## config.mk

```make
export PLATFORM = sky130hd
export DESIGN_NAME = sound_mixer
export DESIGN_NICKNAME = d
export VERILOG_FILES = /design/src/rtl/sound_mixer.sv
export SDC_FILE = /design/constraint.sdc
export NUM_CORES = 1
export LEC_CHECK = 0
export CELL_PAD_IN_SITES_DETAIL_PLACEMENT = 0
export CELL_PAD_IN_SITES_GLOBAL_PLACEMENT = 1
export CORE_MARGIN = 2
export CORE_UTILIZATION = 40
export CTS_BUF_LIST = sky130_fd_sc_hd__clkbuf_2
export CTS_CLUSTER_DIAMETER = 120
export DETAILED_ROUTE_END_ITERATION = 12
export PLACE_DENSITY_LB_ADDON = 0.1
export SYNTH_ARGS = -nofsm -noshare
export SYNTH_HDL_FRONTEND = slang
export SYNTH_SLANG_ARGS = --single-unit
```

## constraint.sdc

```tcl
create_clock -name I_CLK -period 13.95 [get_ports I_CLK]
set_input_delay 4.185 -clock I_CLK [delete_from_list [all_inputs] [get_ports I_CLK]]
set_output_delay 4.185 -clock I_CLK [all_outputs]
set_load 0.005 [all_outputs]
```

## src/rtl/sound_mixer.sv

```systemverilog
//============================================================================
// Module : sound_mixer
// Purpose: Time-multiplexed audio mixer. Applies per-channel volume and mute,
//          then a master volume, to NUM_CH signed 16-bit channel samples. The
//          result is summed, saturated and presented as one signed 16-bit
//          mix per sample tick. A single multiplier serves every channel, with
//          one multiply-accumulate per clock.
//
// Optional feature macro: SOUND_MIXER_DC_BLOCK_EN
//   When this macro is defined, a DC-blocking filter stage (DCF) follows the
//   saturation stage, and latency grows by one cycle.
//
// Parameters
//   NUM_CH  number of channel inputs (1..16)
//   VOL_W   width of volume words; gain = vol / 2^VOL_W
//
// Ports
//   I_CLK         in   system clock
//   I_RSTn        in   asynchronous active-low reset
//   I_SAMPLE_STB  in   one-cycle pulse that starts a mix
//   I_SND         in   channel samples, signed, channel n at [16n+15:16n]
//   I_VOL         in   per-channel volume, unsigned
//   I_MUTE        in   per-channel mute, 1 = contributes 0
//   I_MASTER_VOL  in   master volume, unsigned
//   I_CLR_FLAGS   in   clears the O_CLIP and O_OVERRUN sticky flags
//   O_SND         out  mixed sample, held between updates
//   O_VALID       out  one-cycle pulse while O_SND carries a new sample
//   O_BUSY        out  high while a mix is in progress
//   O_CLIP        out  sticky: saturation occurred
//   O_OVERRUN     out  sticky: a strobe arrived while busy
//
// Revision: 1.0  initial release
//============================================================================
`default_nettype none

module sound_mixer #(
  parameter int NUM_CH = 8,
  parameter int VOL_W  = 8
) (
  input  logic                      I_CLK,
  input  logic                      I_RSTn,
  input  logic                      I_SAMPLE_STB,
  input  logic [NUM_CH*16-1:0]      I_SND,
  input  logic [NUM_CH*VOL_W-1:0]   I_VOL,
  input  logic [NUM_CH-1:0]         I_MUTE,
  input  logic [VOL_W-1:0]          I_MASTER_VOL,
  input  logic                      I_CLR_FLAGS,
  output logic [15:0]               O_SND,
  output logic                      O_VALID,
  output logic                      O_BUSY,
  output logic                      O_CLIP,
  output logic                      O_OVERRUN
);

  localparam int CH_W    = (NUM_CH > 1) ? $clog2(NUM_CH) : 1;
  // The sum of NUM_CH terms, each within [-32768, 32767], fits without wrap.
  localparam int ACC_W   = 16 + $clog2(NUM_CH) + 1;
  localparam int PROD_W  = 16 + VOL_W + 1;
  localparam int MPROD_W = ACC_W + VOL_W + 1;

  localparam logic [CH_W-1:0]         LAST_CH = CH_W'(NUM_CH - 1);
  localparam logic signed [ACC_W-1:0] SAT_MAX = ACC_W'(32767);
  localparam logic signed [ACC_W-1:0] SAT_MIN = ACC_W'(-32768);

  localparam logic [2:0] S_IDLE   = 3'd0;
  localparam logic [2:0] S_ACCUM  = 3'd1;
  localparam logic [2:0] S_MASTER = 3'd2;
  localparam logic [2:0] S_SAT    = 3'd3;
`ifdef SOUND_MIXER_DC_BLOCK_EN
  localparam logic [2:0] S_DCF    = 3'd4;
  localparam logic [2:0] S_OUT    = S_DCF;
`else
  localparam logic [2:0] S_OUT    = S_SAT;
`endif

  logic [2:0]                state;
  logic [CH_W-1:0]           ch;
  logic signed [ACC_W-1:0]   acc;
  logic [NUM_CH*16-1:0]      snap_snd;
  logic [NUM_CH*VOL_W-1:0]   snap_vol;
  logic [NUM_CH-1:0]         snap_mute;
  logic [VOL_W-1:0]          snap_master;
  logic [15:0]               snd_hold;
  logic                      clip_flag;
  logic                      ovr_flag;

  // Channel multiply. Volume is zero-extended so that it multiplies as a
  // non-negative signed value.
  logic signed [15:0]        snd_sel;
  logic [VOL_W-1:0]          vol_sel;
  logic signed [PROD_W-1:0]  prod;
  logic signed [ACC_W-1:0]   contrib;

  assign snd_sel = $signed(snap_snd[ch*16 +: 16]);
  assign vol_sel = snap_vol[ch*VOL_W +: VOL_W];
  assign prod    = PROD_W'(snd_sel) * PROD_W'($signed({1'b0, vol_sel}));
  // Arithmetic shift rounds toward -inf. The scaled value always fits in
  // ACC_W bits.
  assign contrib = snap_mute[ch] ? '0 : ACC_W'(prod >>> VOL_W);

  // Master volume. The gain is below 1, so the magnitude never grows.
  logic signed [MPROD_W-1:0] mprod;
  logic signed [ACC_W-1:0]   master_val;

  assign mprod      = MPROD_W'(acc) * MPROD_W'($signed({1'b0, snap_master}));
  assign master_val = ACC_W'(mprod >>> VOL_W);

  // Saturation of the master-scaled accumulator.
  logic               sat_hi;
  logic               sat_lo;
  logic signed [15:0] sat_val;

  assign sat_hi  = (acc > SAT_MAX);
  assign sat_lo  = (acc < SAT_MIN);
  assign sat_val = sat_hi ? 16'sh7FFF : (sat_lo ? 16'sh8000 : acc[15:0]);

  logic [15:0] out_val;
  logic        clip_set;

`ifdef SOUND_MIXER_DC_BLOCK_EN
  // DC blocker: y = x - x_prev + y_prev - y_prev/256. The filter history
  // holds the clamped 16-bit output, so the 18-bit sum cannot overflow.
  logic signed [15:0] x_cur;
  logic signed [15:0] x_prev;
  logic signed [15:0] y_prev;
  logic signed [17:0] dc_sum;
  logic               dc_hi;
  logic               dc_lo;
  logic signed [15:0] dcf_val;

  assign dc_sum  = 18'(x_cur) - 18'(x_prev) + 18'(y_prev) - (18'(y_prev) >>> 8);
  assign dc_hi   = (dc_sum > 18'sd32767);
  assign dc_lo   = (dc_sum < -18'sd32768);
  assign dcf_val = dc_hi ? 16'sh7FFF : (dc_lo ? 16'sh8000 : dc_sum[15:0]);
  assign out_val = dcf_val;
  assign clip_set = ((state == S_SAT) && (sat_hi || sat_lo)) ||
                    ((state == S_DCF) && (dc_hi || dc_lo));
`else
  assign out_val  = sat_val;
  assign clip_set = (state == S_SAT) && (sat_hi || sat_lo);
`endif

  // A strobe counts as busy in every state except IDLE, which includes the
  // cycle in which the result is presented.
  logic ovr_set;
  assign ovr_set = I_SAMPLE_STB && (state != S_IDLE);

  always_ff @(posedge I_CLK or negedge I_RSTn) begin
    if (!I_RSTn) begin
      state       <= S_IDLE;
      ch          <= '0;
      acc         <= '0;
      snap_snd    <= '0;
      snap_vol    <= '0;
      snap_mute   <= '0;
      snap_master <= '0;
      snd_hold    <= '0;
      clip_flag   <= 1'b0;
      ovr_flag    <= 1'b0;
`ifdef SOUND_MIXER_DC_BLOCK_EN
      x_cur       <= '0;
      x_prev      <= '0;
      y_prev      <= '0;
`endif
    end else begin
      // Set wins over a simultaneous clear.
      clip_flag <= clip_set | (clip_flag & ~I_CLR_FLAGS);
      ovr_flag  <= ovr_set  | (ovr_flag  & ~I_CLR_FLAGS);

      case (state)
        S_IDLE: begin
          if (I_SAMPLE_STB) begin
            snap_snd    <= I_SND;
            snap_vol    <= I_VOL;
            snap_mute   <= I_MUTE;
            snap_master <= I_MASTER_VOL;
            acc         <= '0;
            ch          <= '0;
            state       <= S_ACCUM;
          end
        end
        S_ACCUM: begin
          acc <= acc + contrib;
          if (ch == LAST_CH) begin
            state <= S_MASTER;
          end else begin
            ch <= ch + 1'b1;
          end
        end
        S_MASTER: begin
          acc   <= master_val;
          state <= S_SAT;
        end
        S_SAT: begin
`ifdef SOUND_MIXER_DC_BLOCK_EN
          x_cur <= sat_val;
          state <= S_DCF;
`else
          snd_hold <= sat_val;
          state    <= S_IDLE;
`endif
        end
`ifdef SOUND_MIXER_DC_BLOCK_EN
        S_DCF: begin
          snd_hold <= dcf_val;
          x_prev   <= x_cur;
          y_prev   <= dcf_val;
          state    <= S_IDLE;
        end
`endif
        default: state <= S_IDLE;
      endcase
    end
  end

  // The new sample is visible during the valid cycle and held afterwards.
  assign O_SND     = (state == S_OUT) ? out_val : snd_hold;
  assign O_VALID   = (state == S_OUT);
  assign O_BUSY    = (state != S_IDLE);
  assign O_CLIP    = clip_flag;
  assign O_OVERRUN = ovr_flag;

endmodule

`default_nettype wire
```

Word-level counts from Yosys, hierarchy flattened
Index checks and enable logic that the tools add are counted.
{"block": "totals", "ff_bits": 252, "input_bits": 212, "output_inout_bits": 20, "word_cells": 56}
{"block": "op_classes", "add_sub_neg": 2, "mul": 2, "order_cmp": 3, "n_eq_ne": 7, "n_shift": 2, "mux": 14, "bitwise": 5, "n_reduce_logical": 11}
{"operator": "128-bit by 8-bit indexed part select with 16-bit output", "count": 1}
{"operator": "64-bit by 7-bit indexed part select with 8-bit output", "count": 1}
{"operator": "20-bit case mux with 3 select lines", "count": 1}
{"operator": "16-bit two-way mux", "count": 3}
{"operator": "20-bit two-way mux", "count": 2}
{"operator": "20-bit by 9-bit multiplier with 28-bit output", "count": 1}
{"operator": "16-bit by 9-bit multiplier with 25-bit output", "count": 1}
{"operator": "20-bit adder", "count": 1}
{"operator": "20-bit by 16-bit > comparator with 1-bit output (second input constant)", "count": 1}
{"operator": "20-bit by 16-bit < comparator with 1-bit output (second input constant)", "count": 1}
{"operator": "3-bit two-way mux", "count": 4}
{"operator": "3-bit case mux with 3 select lines", "count": 1}
{"operator": "3-bit by 2-bit == test with 1-bit output (second input constant)", "count": 2}
{"operator": "2-bit inequality test (second input constant)", "count": 3}
{"operator": "3-bit case mux with 2 select lines", "count": 1}
{"operator": "2-bit AND reduction", "count": 3}
{"operator": "3-bit nonzero test", "count": 2}
{"operator": "3-bit by 4-bit < comparator with 1-bit output (second input constant)", "count": 1}
{"operator": "3-bit by 1-bit adder with 3-bit output (second input constant)", "count": 1}
{"operator": "1-bit binary-select mux with 3-bit select", "count": 1}
{"operator": "3-bit by 1-bit == test with 1-bit output (second input constant)", "count": 1}
{"operator": "3-bit == test (second input constant)", "count": 1}
{"operator": "3-bit logical NOT", "count": 1}
{"operator": "3-bit AND reduction", "count": 1}
{"operator": "other kinds (7)", "count": 10}

Logic depth before layout (Yosys ltp)
Gate-level depths: netlist (run 1).
{"block": "logic_depth", "ltp_word": 5, "mapped_depth": 37, "ltp_nobuf": 33}

Worst setup path before layout (run 1)
Ideal clock, no wire load.
{"block": "synth_timing", "path_kind": "register to register", "startpoint": "register ch[0]", "endpoint": "register acc[19]", "setup_ps": 133, "t_arrival_ps": 8766, "path_slack_ps": 5050, "path_stages_with_launch": 37, "period_less_slack_ps": 8900, "cell_sequence": "dfrtp_1 buf_4 buf_2 buf_1 clkbuf_1 mux4_2 mux2i_1 inv_1 nand2_1 fa_1 inv_1 fa_1 inv_1 fa_1 fa_1 inv_1 ha_1 and4b_1 nand3_1 a2111oi_0 a211oi_2 o21ai_0 a21oi_1 o21bai_1 a21oi_1 xor2_1 nor2_1 ha_1 nand3_1 inv_1 o211ai_1 a31oi_1 a21o_1 a31oi_1 or4b_1 a311oi_1 nor2_1"}
{"block": "synth_via", "elab_chain_len": 5, "elab_cells_between_ends": 8, "cone_classes": "1 x add/sub; 1 x mul; 2 x shift; 4 x mux"}
{"element": "start: declaration", "line_no": "77", "text": "logic [CH_W-1:0] ch;"}
{"element": "start signal: assignment", "line_no": "187", "text": "ch <= ch + 1'b1;"}
{"element": "128-bit by 8-bit indexed part select with 16-bit output, or another cell as far along", "line_no": "94", "text": "assign snd_sel = $signed(snap_snd[ch*16 +: 16]);"}
{"element": "16-bit by 9-bit multiplier with 25-bit output / 1-bit two-way mux (equally long branches)", "line_no": "96, 99"}
{"element": "20-bit two-way mux (*)", "line_no": "99", "text": "assign contrib = snap_mute[ch] ? '0 : ACC_W'(prod >>> VOL_W);"}
{"element": "20-bit adder (*)", "line_no": "183", "text": "acc <= acc + contrib;"}
{"element": "20-bit case mux with 3 select lines (*)", "line_no": "170", "text": "case (state)"}
{"element": "end signal: assignment", "line_no": "183"}
{"element": "end signal: assignment", "line_no": "191", "text": "acc <= master_val;"}
{"element": "end: declaration", "line_no": "78", "text": "logic signed [ACC_W-1:0] acc;"}
Mark *: on every way between the ends. The rest lies on a longest branch, timed or not. The select of a mux whose other input is x is not followed.
A chain may end at the register's enable or synchronous reset.

Final worst setup path (run 1)
Ends and elaborated chain as after synthesis.

==> impl_metrics.py, run 1 <==
metrics = {
    "detailed_routing": {
        "route.detailed.drc": 0,
        "postRouteAntennaNets": 0,
        "drt-vias-per-instance": 5.09,
        "avgRoutedWirePerCell_um": 18.9,
        "routed_wirelength_um": 56100,
        "first_pass_iters": 5,
        "num_vias": 15042,
        "drt_first_iter_violations": 639,
    },
    "cts": {
        "cts_buffer_depth": 3,
        "cts_tree": "done",
        "cts.htree.levels": 3,
        "cts.clk_slew.worst_paths_ps": 90,
        "cts_buffers": 73,
        "cts-root-buf": "sky130_fd_sc_hd__clkbuf_2",
        "hold_buffers": 0,
        "post_cts_resize_count": 0,
        "clock_latency_ps": 1030,
        "clock_sink_count": 251,
        "post_cts.repair.setup_buffers": 0,
    },
    "logic_synthesis": {
        "asyncSetResetFlopFracSynth_pct": 100,
        "post_synth.cell_area_avg_um2": 10.8,
        "synth_fp_nets": 2547,
        "netlist_area_mm2": 0.0216,
        "number_of_flops_mapped_to_enable_cells_by_yosys": 0,
        "ys_warn_count": 0,
        "synth-main-ff-cell": "sky130_fd_sc_hd__dfrtp_1",
        "synthDistinctLibCells": 65,
        "ys_seq_area_share_pct": 29.1,
        "ys_ff_latch": 251,
        "syn-instance-count": 1989,
    },
    "cells_and_area": {
        "area_growth_pct": 16.6,
        "nFillCells": 5080,
        "most_common_cell_after_layout_fill_and_taps_aside": "sky130_fd_sc_hd__inv_1",
        "finish.net_count": 2769,
        "drive_gt1_share_pct": 17.9,
        "final_cell_mix": "sky130_fd_sc_hd__inv_1, sky130_fd_sc_hd__dfrtp_1, sky130_fd_sc_hd__clkdlybuf4s50_1",
    },
    "sta": {
        "fin_crit_sh_pct": 69.0,
        "timing.setup.tns_ps": 0,
        "period_needed_ps": 9620,
        "grt_setup_unrepaired": "false",
        "relSlewSlack_pct": 24.7,
        "hold_viol_final": 0,
        "tightestPinTransition_ps": 1130,
        "setup_viol_count_final": 0,
        "worst_clock_skew_ps": 134,
        "final_max_slew_viol_count": 0,
        "max_freq_mhz": 104,
    },
    "floorplan": {
        "std_cell_rows": 85,
        "core_area_mm2": 0.0535,
        "die_height_um": 236,
        "ioPinCount": 232,
        "starting_utilization_of_the_core_area_pct": 40.3,
        "die_area_mm2": 0.0558,
        "overall_die_width_um": 236,
    },
    "global_routing": {
        "largest_net_degree_at_the_start_of_global_routing": 103,
        "initial_antenna_violation_count": 15,
        "grtUsageTotal_pct": 20.8,
        "grt_pass1_wl_um": 89700,
        "grt_pass1_vias": 16237,
        "overflow": 0,
    },
    "setup_path": {
        "critical_path_peak_fanout": 33,
        "critPathMaxStageDelay_ps": 870,
        "regToRegSetupSlack_ps": 4330,
        "crit_path_start_kind": "flop",
        "worst-endpoint-required_ps": 14790,
        "worst_path_max_delay_cell": "sky130_fd_sc_hd__dfrtp_4",
        "worst_ep_arrival_time_ps": 10460,
        "cp-end-kind": "flop",
        "timing.setup.critical_path_class": "flop to flop",
        "crit_path_frequent_cell": "sky130_fd_sc_hd__fa_1",
    },
    "placement": {
        "dp.final_hpwl_um": 43800,
        "io_buffers": 231,
        "globalplace.congestion": 0.855,
    },
    "run": {
        "max_cap_viol_count": 0,
    },
    "run_status": {
        "outcome": "complete, no violations",
    },
    "min_path": {
        "worst_hold_path_type": "flop to flop",
    },
}
-- sequential cells by signal (all words and copies together), names as in the netlist --
| register | cells |
|---|---|
| O_OVERRUN | 1 |
| O_CLIP | 1 |
| snap_snd | 128 |
| acc | 20 |
| snap_master | 8 |
| state | 2 |
| snap_mute | 8 |
| snd_hold | 16 |
| snap_vol | 64 |
| ch | 3 |
-- metrics by stage --
stage,util [%],instances,area (um2),setup WS (ps),hold WS (ps)
6_report,47.0,2958,25100,4330,507
5_1_grt,47.0,2953,25100,3560,522
4_1_cts,46.9,2950,25100,4310,508
3_5_place_dp,45.8,2832,24500,4370,488
3_3_place_gp,45.8,2832,24500,4460,482
2_1_floorplan,-,1989,21600,5050,474
-- worst max-delay path: cells and delay by family (launching register included) --
kind	cells	cell delay, ps
mux	2	1180
buf+inv	4	710
flops	1	870
simple gates	5	950
fa+ha+maj	6	2840
xor+xnor	1	160
compound gates	13	2720
-- cell families after synthesis --
| family | share of synthesized area [%] |
|---|---|
| simple gates | 9.70 |
| mux | 17.5 |
| buf+inv | 7.43 |
| fa+ha+maj | 27.9 |
| xor+xnor | 1.99 |
| compound gates | 6.31 |
| flops | 29.1 |
-- synthesized netlist by cell type (5+ instances only) --
master	number	area share, %
sky130_fd_sc_hd__inv_1	327	5.7
sky130_fd_sc_hd__dfrtp_1	251	29
sky130_fd_sc_hd__fa_1	225	21
sky130_fd_sc_hd__mux2_2	215	11
sky130_fd_sc_hd__nand2_1	127	2.2
sky130_fd_sc_hd__ha_1	121	7.0
sky130_fd_sc_hd__nor2_1	113	2.0
sky130_fd_sc_hd__and2_1	99	2.9
sky130_fd_sc_hd__clkbuf_1	84	1.5
sky130_fd_sc_hd__o21ai_0	51	1.2
sky130_fd_sc_hd__mux4_2	50	5.2
sky130_fd_sc_hd__a21oi_1	36	0.84
sky130_fd_sc_hd__xnor2_1	32	1.3
sky130_fd_sc_hd__nand2b_1	29	0.84
sky130_fd_sc_hd__a21o_1	22	0.77
sky130_fd_sc_hd__mux2i_1	21	0.98
sky130_fd_sc_hd__o211ai_1	19	0.66
sky130_fd_sc_hd__xor2_1	17	0.69
sky130_fd_sc_hd__a22oi_1	12	0.42
sky130_fd_sc_hd__nor2b_1	12	0.35
sky130_fd_sc_hd__o21a_1	11	0.38
sky130_fd_sc_hd__nand3_1	9	0.21
sky130_fd_sc_hd__a211oi_1	8	0.28
sky130_fd_sc_hd__or2_2	8	0.23
sky130_fd_sc_hd__buf_1	7	0.12
sky130_fd_sc_hd__nand4_1	6	0.17
sky130_fd_sc_hd__nor3_1	6	0.14
sky130_fd_sc_hd__buf_2	5	0.12
-- path summary, 6_finish.rpt --
path | end | cells past startpoint | from
max | acc[19]$_DFFE_PN0P_ | 31 | ch[0]$_DFFE_PN0P_
min | snap_vol[22]$_DFFE_PN0P_ | 1 | snap_vol[22]$_DFFE_PN0P_
max reg2reg | acc[19]$_DFFE_PN0P_ | 31 | ch[0]$_DFFE_PN0P_
min reg2reg | snap_vol[22]$_DFFE_PN0P_ | 1 | snap_vol[22]$_DFFE_PN0P_
max in group asynchronous | ch[0]$_DFFE_PN0P_ | 2 | I_RSTn
min in group asynchronous | snap_snd[62]$_DFFE_PN0P_ | 1 | I_RSTn
-- cell type report --
| type | count | area, um2 | area share [%] |
|---|---|---|---|
| multi-input cells | 1314 | 13700 | 54.4 |
| flip-flops and latches | 251 | 6290 | 25.0 |
| repair buffers | 244 | 2410 | 9.61 |
| inverters | 327 | 1230 | 4.88 |
| well taps | 696 | 871 | 3.46 |
| clock buffers | 95 | 475 | 1.89 |
| clock inverters | 23 | 164 | 0.652 |
| diodes | 8 | 20.0 | 0.0796 |
-- per-layer routing --
| layer | global-route usage (%) | wire, um | up-vias | share of wire (%) |
|---|---|---|---|---|
| met5 | 0 | 96 | - | 0.17 |
| met4 | 6.08 | 976 | 14 | 1.7 |
| met3 | 6.00 | 3470 | 73 | 6.2 |
| met2 | 32.3 | 25600 | 292 | 46 |
| met1 | 28.2 | 25900 | 7679 | 46 |
| li1 | - | - | 6984 | - |
Power of run 1 is left out: the tool's default activity adds up to more than one toggle a clock period on the data nets, which glitch-free logic cannot reach.
==> run 2, diff against run 1 <==
==> constraint.sdc (replaced) <==
create_clock -name I_CLK -period 9.75 [get_ports I_CLK]
set_input_delay 2.925 -clock I_CLK [delete_from_list [all_inputs] [get_ports I_CLK]]
set_output_delay 2.925 -clock I_CLK [all_outputs]
set_load 0.005 [all_outputs]
==> impl_metrics.py, run 2 (synthesis gave the netlist of run 1 again) <==
metrics = {
    "detailed_routing": {
        "drt-vias-per-instance": 5.10,
        "route.detailed.drc": 0,
        "drt-met1-wl_um": 27400,
        "drt_first_iter_violations": 687,
        "num_vias": 15154,
        "detail_route_met2_wl_um": 26200,
        "wl_met3_um": 2550,
        "avgRoutedWirePerCell_um": 19.3,
        "postRouteAntennaNets": 0,
        "first_pass_iters": 5,
        "route.top_layer_used": "met5",
        "routed_wirelength_um": 57300,
    },
    "floorplan": {
        "die_height_um": 236,
        "ioPinCount": 232,
        "core_area_mm2": 0.0535,
        "std_cell_rows": 85,
        "die_area_mm2": 0.0558,
        "overall_die_width_um": 236,
        "starting_utilization_of_the_core_area_pct": 40.3,
    },
    "setup_path": {
        "critPathMaxStageDelay_ps": 780,
        "worst_ep_arrival_time_ps": 9870,
        "critical_path_peak_fanout": 27,
        "cp-end-kind": "flop",
        "timing.setup.critical_path_class": "flop to flop",
        "crit_path_start_kind": "flop",
        "crit_path_frequent_cell": "sky130_fd_sc_hd__inv_1",
        "worst-endpoint-required_ps": 10600,
        "worst_path_max_delay_cell": "sky130_fd_sc_hd__dfrtp_4",
        "regToRegSetupSlack_ps": 740,
    },
    "global_routing": {
        "grt_pass1_wl_um": 92700,
        "grtUsageTotal_pct": 21.4,
        "initial_antenna_violation_count": 4,
        "largest_net_degree_at_the_start_of_global_routing": 165,
        "overflow": 0,
        "grt_pass1_vias": 16519,
    },
    "cells_and_area": {
        "drive_gt1_share_pct": 18.8,
        "finish.net_count": 2778,
        "most_common_cell_after_layout_fill_and_taps_aside": "sky130_fd_sc_hd__inv_1",
        "max_flop_register": "snap_snd",
        "largest_register_ffs": 128,
        "area_growth_pct": 17.2,
        "final_core_utilization_pct": 47.2,
        "reg_top3": "snap_snd: 128 flops, snap_vol: 64 flops, acc: 20 flops",
        "final_cell_mix": "sky130_fd_sc_hd__inv_1, sky130_fd_sc_hd__dfrtp_1, sky130_fd_sc_hd__clkdlybuf4s50_1",
    },
    "min_path": {
        "worst_hold_path_type": "flop to flop",
    },
    "cts": {
        "cts_buffer_depth": 3,
        "cts_tree": "done",
        "cts.clk_slew.worst_paths_ps": 110,
        "clock_latency_ps": 990,
        "cts_buffers": 73,
        "hold_buffers": 0,
        "cts.htree.levels": 3,
        "clock_sink_count": 251,
        "cts-root-buf": "sky130_fd_sc_hd__clkbuf_2",
        "post_cts_resize_count": 0,
        "post_cts.repair.setup_buffers": 0,
    },
    "run_status": {
        "outcome": "complete, no violations",
    },
    "sta": {
        "worst_clock_skew_ps": 58.3,
        "final_max_slew_viol_count": 0,
        "hold_viol_final": 0,
        "period_needed_ps": 9010,
        "max_freq_mhz": 111,
        "tightestPinTransition_ps": 1080,
        "grt_setup_unrepaired": "false",
        "setup_viol_count_final": 0,
        "timing.setup.tns_ps": 0,
        "fin_crit_sh_pct": 92.4,
        "relSlewSlack_pct": 28.1,
    },
    "run": {
        "max_cap_viol_count": 0,
    },
    "placement": {
        "dp.final_hpwl_um": 44900,
        "globalplace.congestion": 0.865,
        "io_buffers": 231,
    },
}
## run 2: changes by cell type in the layout (fill, tap and decap cells not counted), sizes merged, moves of 2 or more
cell / previous run / this run
buf: 14 / 23
clkbuf: 95 / 112
clkinv: 17 / 11
clkinvlp: 0 / 2
diode: 8 / 4
inv: 331 / 328
## run 2: worst paths after layout
kind,start,endpoint,cells past startpoint
worst max-delay path,ch[0]$_DFFE_PN0P_,acc[19]$_DFFE_PN0P_,33
max in group asynchronous,I_RSTn,ch[0]$_DFFE_PN0P_,2
worst min-delay path,snap_vol[5]$_DFFE_PN0P_,snap_vol[5]$_DFFE_PN0P_,1
min in group asynchronous,I_RSTn,snap_snd[62]$_DFFE_PN0P_,1
worst max register to register,ch[0]$_DFFE_PN0P_,acc[19]$_DFFE_PN0P_,33
worst min register to register,snap_vol[5]$_DFFE_PN0P_,snap_vol[5]$_DFFE_PN0P_,1
## run 2: per-layer routing
metal	vias to the layer above	GRT usage, %
met2	330	33.4
met3	70	4.10
met5	-	0
met1	7741	30.5
li1	7007	-
met4	6	5.75
## run 2: critical path: cells and delay by family (launching register included)
kind / cells / cell delay, ps
and+or+nand+nor: 5 / 890
buffers and inverters: 6 / 690
xor gates and xnor gates: 1 / 160
muxes: 2 / 960
adders and majority gates: 6 / 2600
AOI/OAI and AO/OA: 13 / 2750
DFF: 1 / 780
## run 2: through the flow
step	instances	setup WS [ps]	cell area [um2]	hold WS, ps
2_1_floorplan	1989	850	21600	474
3_3_place_gp	2841	905	24600	482
3_5_place_dp	2841	778	24600	487
4_1_cts	2968	741	25300	509
5_1_grt	2969	76.0	25300	524
6_report	2972	738	25300	508
## run 2: cell type report
type	instances	area [um2]
antenna	4	10.0
clock buffer	112	561
clock inverter	15	101
fill	5091	28200
inverter	327	1230
multi-input combinational	1314	13700
sequential	251	6290
tap	696	871
timing repair buffer	253	2530
Power of run 2 is left out for the same reason.
==> run 3, diff against run 2 <==
--- a/config.mk
+++ b/config.mk
@@ -10,7 +10,7 @@
 export CORE_MARGIN = 2
 export CORE_UTILIZATION = 40
 export CTS_BUF_LIST = sky130_fd_sc_hd__clkbuf_2
-export CTS_CLUSTER_DIAMETER = 120
+export CTS_CLUSTER_DIAMETER = 60
 export DETAILED_ROUTE_END_ITERATION = 12
 export PLACE_DENSITY_LB_ADDON = 0.1
 export SYNTH_ARGS = -nofsm -noshare
==> impl_metrics.py, run 3 (synthesis gave the netlist of run 1 again) <==
metrics = {
    "cells_and_area": {
        "max_flop_register": "snap_snd",
        "final-seq-area_mm2": 0.00629,
        "finish.net_count": 2779,
        "area_growth_pct": 17.4,
        "multi_input_area_mm2": 0.0137,
        "largest_register_ffs": 128,
        "reg_top3": "snap_snd: 128 flops, snap_vol: 64 flops, acc: 20 flops",
        "most_common_cell_after_layout_fill_and_taps_aside": "sky130_fd_sc_hd__inv_1",
        "drive_gt1_share_pct": 18.7,
        "final_cell_area_mm2": 0.0253,
        "final_cell_mix": "sky130_fd_sc_hd__inv_1, sky130_fd_sc_hd__dfrtp_1, sky130_fd_sc_hd__clkdlybuf4s50_1",
        "nFillCells": 5107,
    },
    "global_routing": {
        "overflow": 0,
        "grt_pass1_vias": 16512,
        "largest_net_degree_at_the_start_of_global_routing": 165,
        "grtUsageTotal_pct": 21.3,
        "initial_antenna_violation_count": 5,
        "grt_pass1_wl_um": 92400,
    },
    "placement": {
        "dp.final_hpwl_um": 44900,
        "globalplace.congestion": 0.865,
        "placed_cell_area_mm2": 0.0246,
        "io_buffers": 231,
    },
    "sta": {
        "fin_crit_sh_pct": 92.2,
        "worst_clock_skew_ps": 72.8,
        "relSlewSlack_pct": 27.9,
        "setup_viol_count_final": 0,
        "final_max_slew_viol_count": 0,
        "grt_setup_unrepaired": "false",
        "tightestPinTransition_ps": 1080,
        "hold_viol_final": 0,
        "timing.setup.tns_ps": 0,
        "period_needed_ps": 8990,
        "max_freq_mhz": 111,
    },
    "floorplan": {
        "core_area_mm2": 0.0535,
        "ioPinCount": 232,
        "starting_utilization_of_the_core_area_pct": 40.3,
        "overall_die_width_um": 236,
        "die_height_um": 236,
        "die_area_mm2": 0.0558,
        "std_cell_rows": 85,
    },
    "run": {
        "max_cap_viol_count": 0,
    },
    "setup_path": {
        "regToRegStartpoint": "ch[0]$_DFFE_PN0P_",
        "critical-path-top-delay-family": "compound AO/OA/AOI/OAI gates",
        "crit_path_frequent_cell": "sky130_fd_sc_hd__inv_1",
        "worst-endpoint-required_ps": 10550,
        "crit_path_start_kind": "flop",
        "worst_ep_arrival_time_ps": 9790,
        "critical_path_peak_fanout": 27,
        "startpoint_of_the_most_critical_setup_path": "ch[0]$_DFFE_PN0P_",
        "worst_path_max_delay_cell": "sky130_fd_sc_hd__dfrtp_4",
        "cp-end-kind": "flop",
        "worstPathBufferInverterCount": 6,
        "timing.setup.critical_path_class": "flop to flop",
        "critPathMaxStageDelay_ps": 770,
    },
    "cts": {
        "post_cts.repair.setup_buffers": 0,
        "clock_latency_ps": 990,
        "cts_tree": "done",
        "clock_sink_count": 251,
        "cts_buffer_depth": 3,
        "cts.clk_slew.worst_paths_ps": 80,
        "hold_buffers": 0,
        "post_cts_resize_count": 0,
        "cts-root-buf": "sky130_fd_sc_hd__clkbuf_2",
        "cts_buffers": 74,
        "cts.htree.levels": 3,
    },
    "detailed_routing": {
        "wl_met3_um": 2450,
        "drt-vias-per-instance": 5.10,
        "num_vias": 15153,
        "routed_wirelength_um": 57200,
        "postRouteAntennaNets": 0,
        "drt-met1-wl_um": 27400,
        "route.detailed.drc": 0,
        "avgRoutedWirePerCell_um": 19.2,
        "drt_first_iter_violations": 721,
        "first_pass_iters": 5,
        "detail_route_met2_wl_um": 26400,
        "route.top_layer_used": "met5",
    },
    "min_path": {
        "worst_hold_path_type": "flop to flop",
        "worstHoldStart": "snap_vol[5]$_DFFE_PN0P_",
    },
    "run_status": {
        "outcome": "complete, no violations",
    },
}
-- run 3: through the flow --
| step | setup slack, ps | hold slack, ps | utilization (%) | cells |
|---|---|---|---|---|
| final | 757 | 505 | 47.3 | 2973 |
| after global routing | 74.0 | 524 | 47.3 | 2973 |
| after CTS | 720 | 509 | 47.3 | 2971 |
| after detailed placement | 778 | 487 | 46.0 | 2841 |
| after global placement | 905 | 482 | 46.0 | 2841 |
| after floorplan | 850 | 474 | - | 1989 |
-- run 3: layout make-up --
type	count	area share (%)
Antenna cell	2	0.0198
Clock buffer	112	2.22
Clock inverter	18	0.534
Inverter	327	4.85
Multi-Input combinational cell	1314	54.1
Sequential cell	251	24.9
Tap cell	696	3.44
Timing Repair Buffer	253	10.0
-- run 3: path summary, 6_finish.rpt --
kind | to | slack, ps | cells past startpoint
min in group asynchronous | snap_snd[62]$_DFFE_PN0P_ | 2000 | 1
worst max-delay path | acc[19]$_DFFE_PN0P_ | 760 | 33
worst min register to register | snap_vol[5]$_DFFE_PN0P_ | 510 | 1
worst max register to register | acc[19]$_DFFE_PN0P_ | 760 | 33
max in group asynchronous | ch[0]$_DFFE_PN0P_ | 6170 | 2
worst min-delay path | snap_vol[5]$_DFFE_PN0P_ | 510 | 1
-- run 3: per-layer routing --
| metal | up-vias | track usage, % |
|---|---|---|
| met5 | - | 0 |
| met4 | 6 | 5.48 |
| met3 | 59 | 4.10 |
| met2 | 309 | 33.4 |
| met1 | 7777 | 30.4 |
| li1 | 7002 | - |
-- run 3: worst reg2reg max path: cells and delay by family (launching register included) --
family | cells | cell delay [ps]
simple gates | 5 | 890
buf+inv | 6 | 710
mux | 2 | 980
flops | 1 | 770
xor+xnor | 1 | 160
compound gates | 13 | 2730
fa+ha+maj | 6 | 2600
Power of run 3 is left out for the same reason.
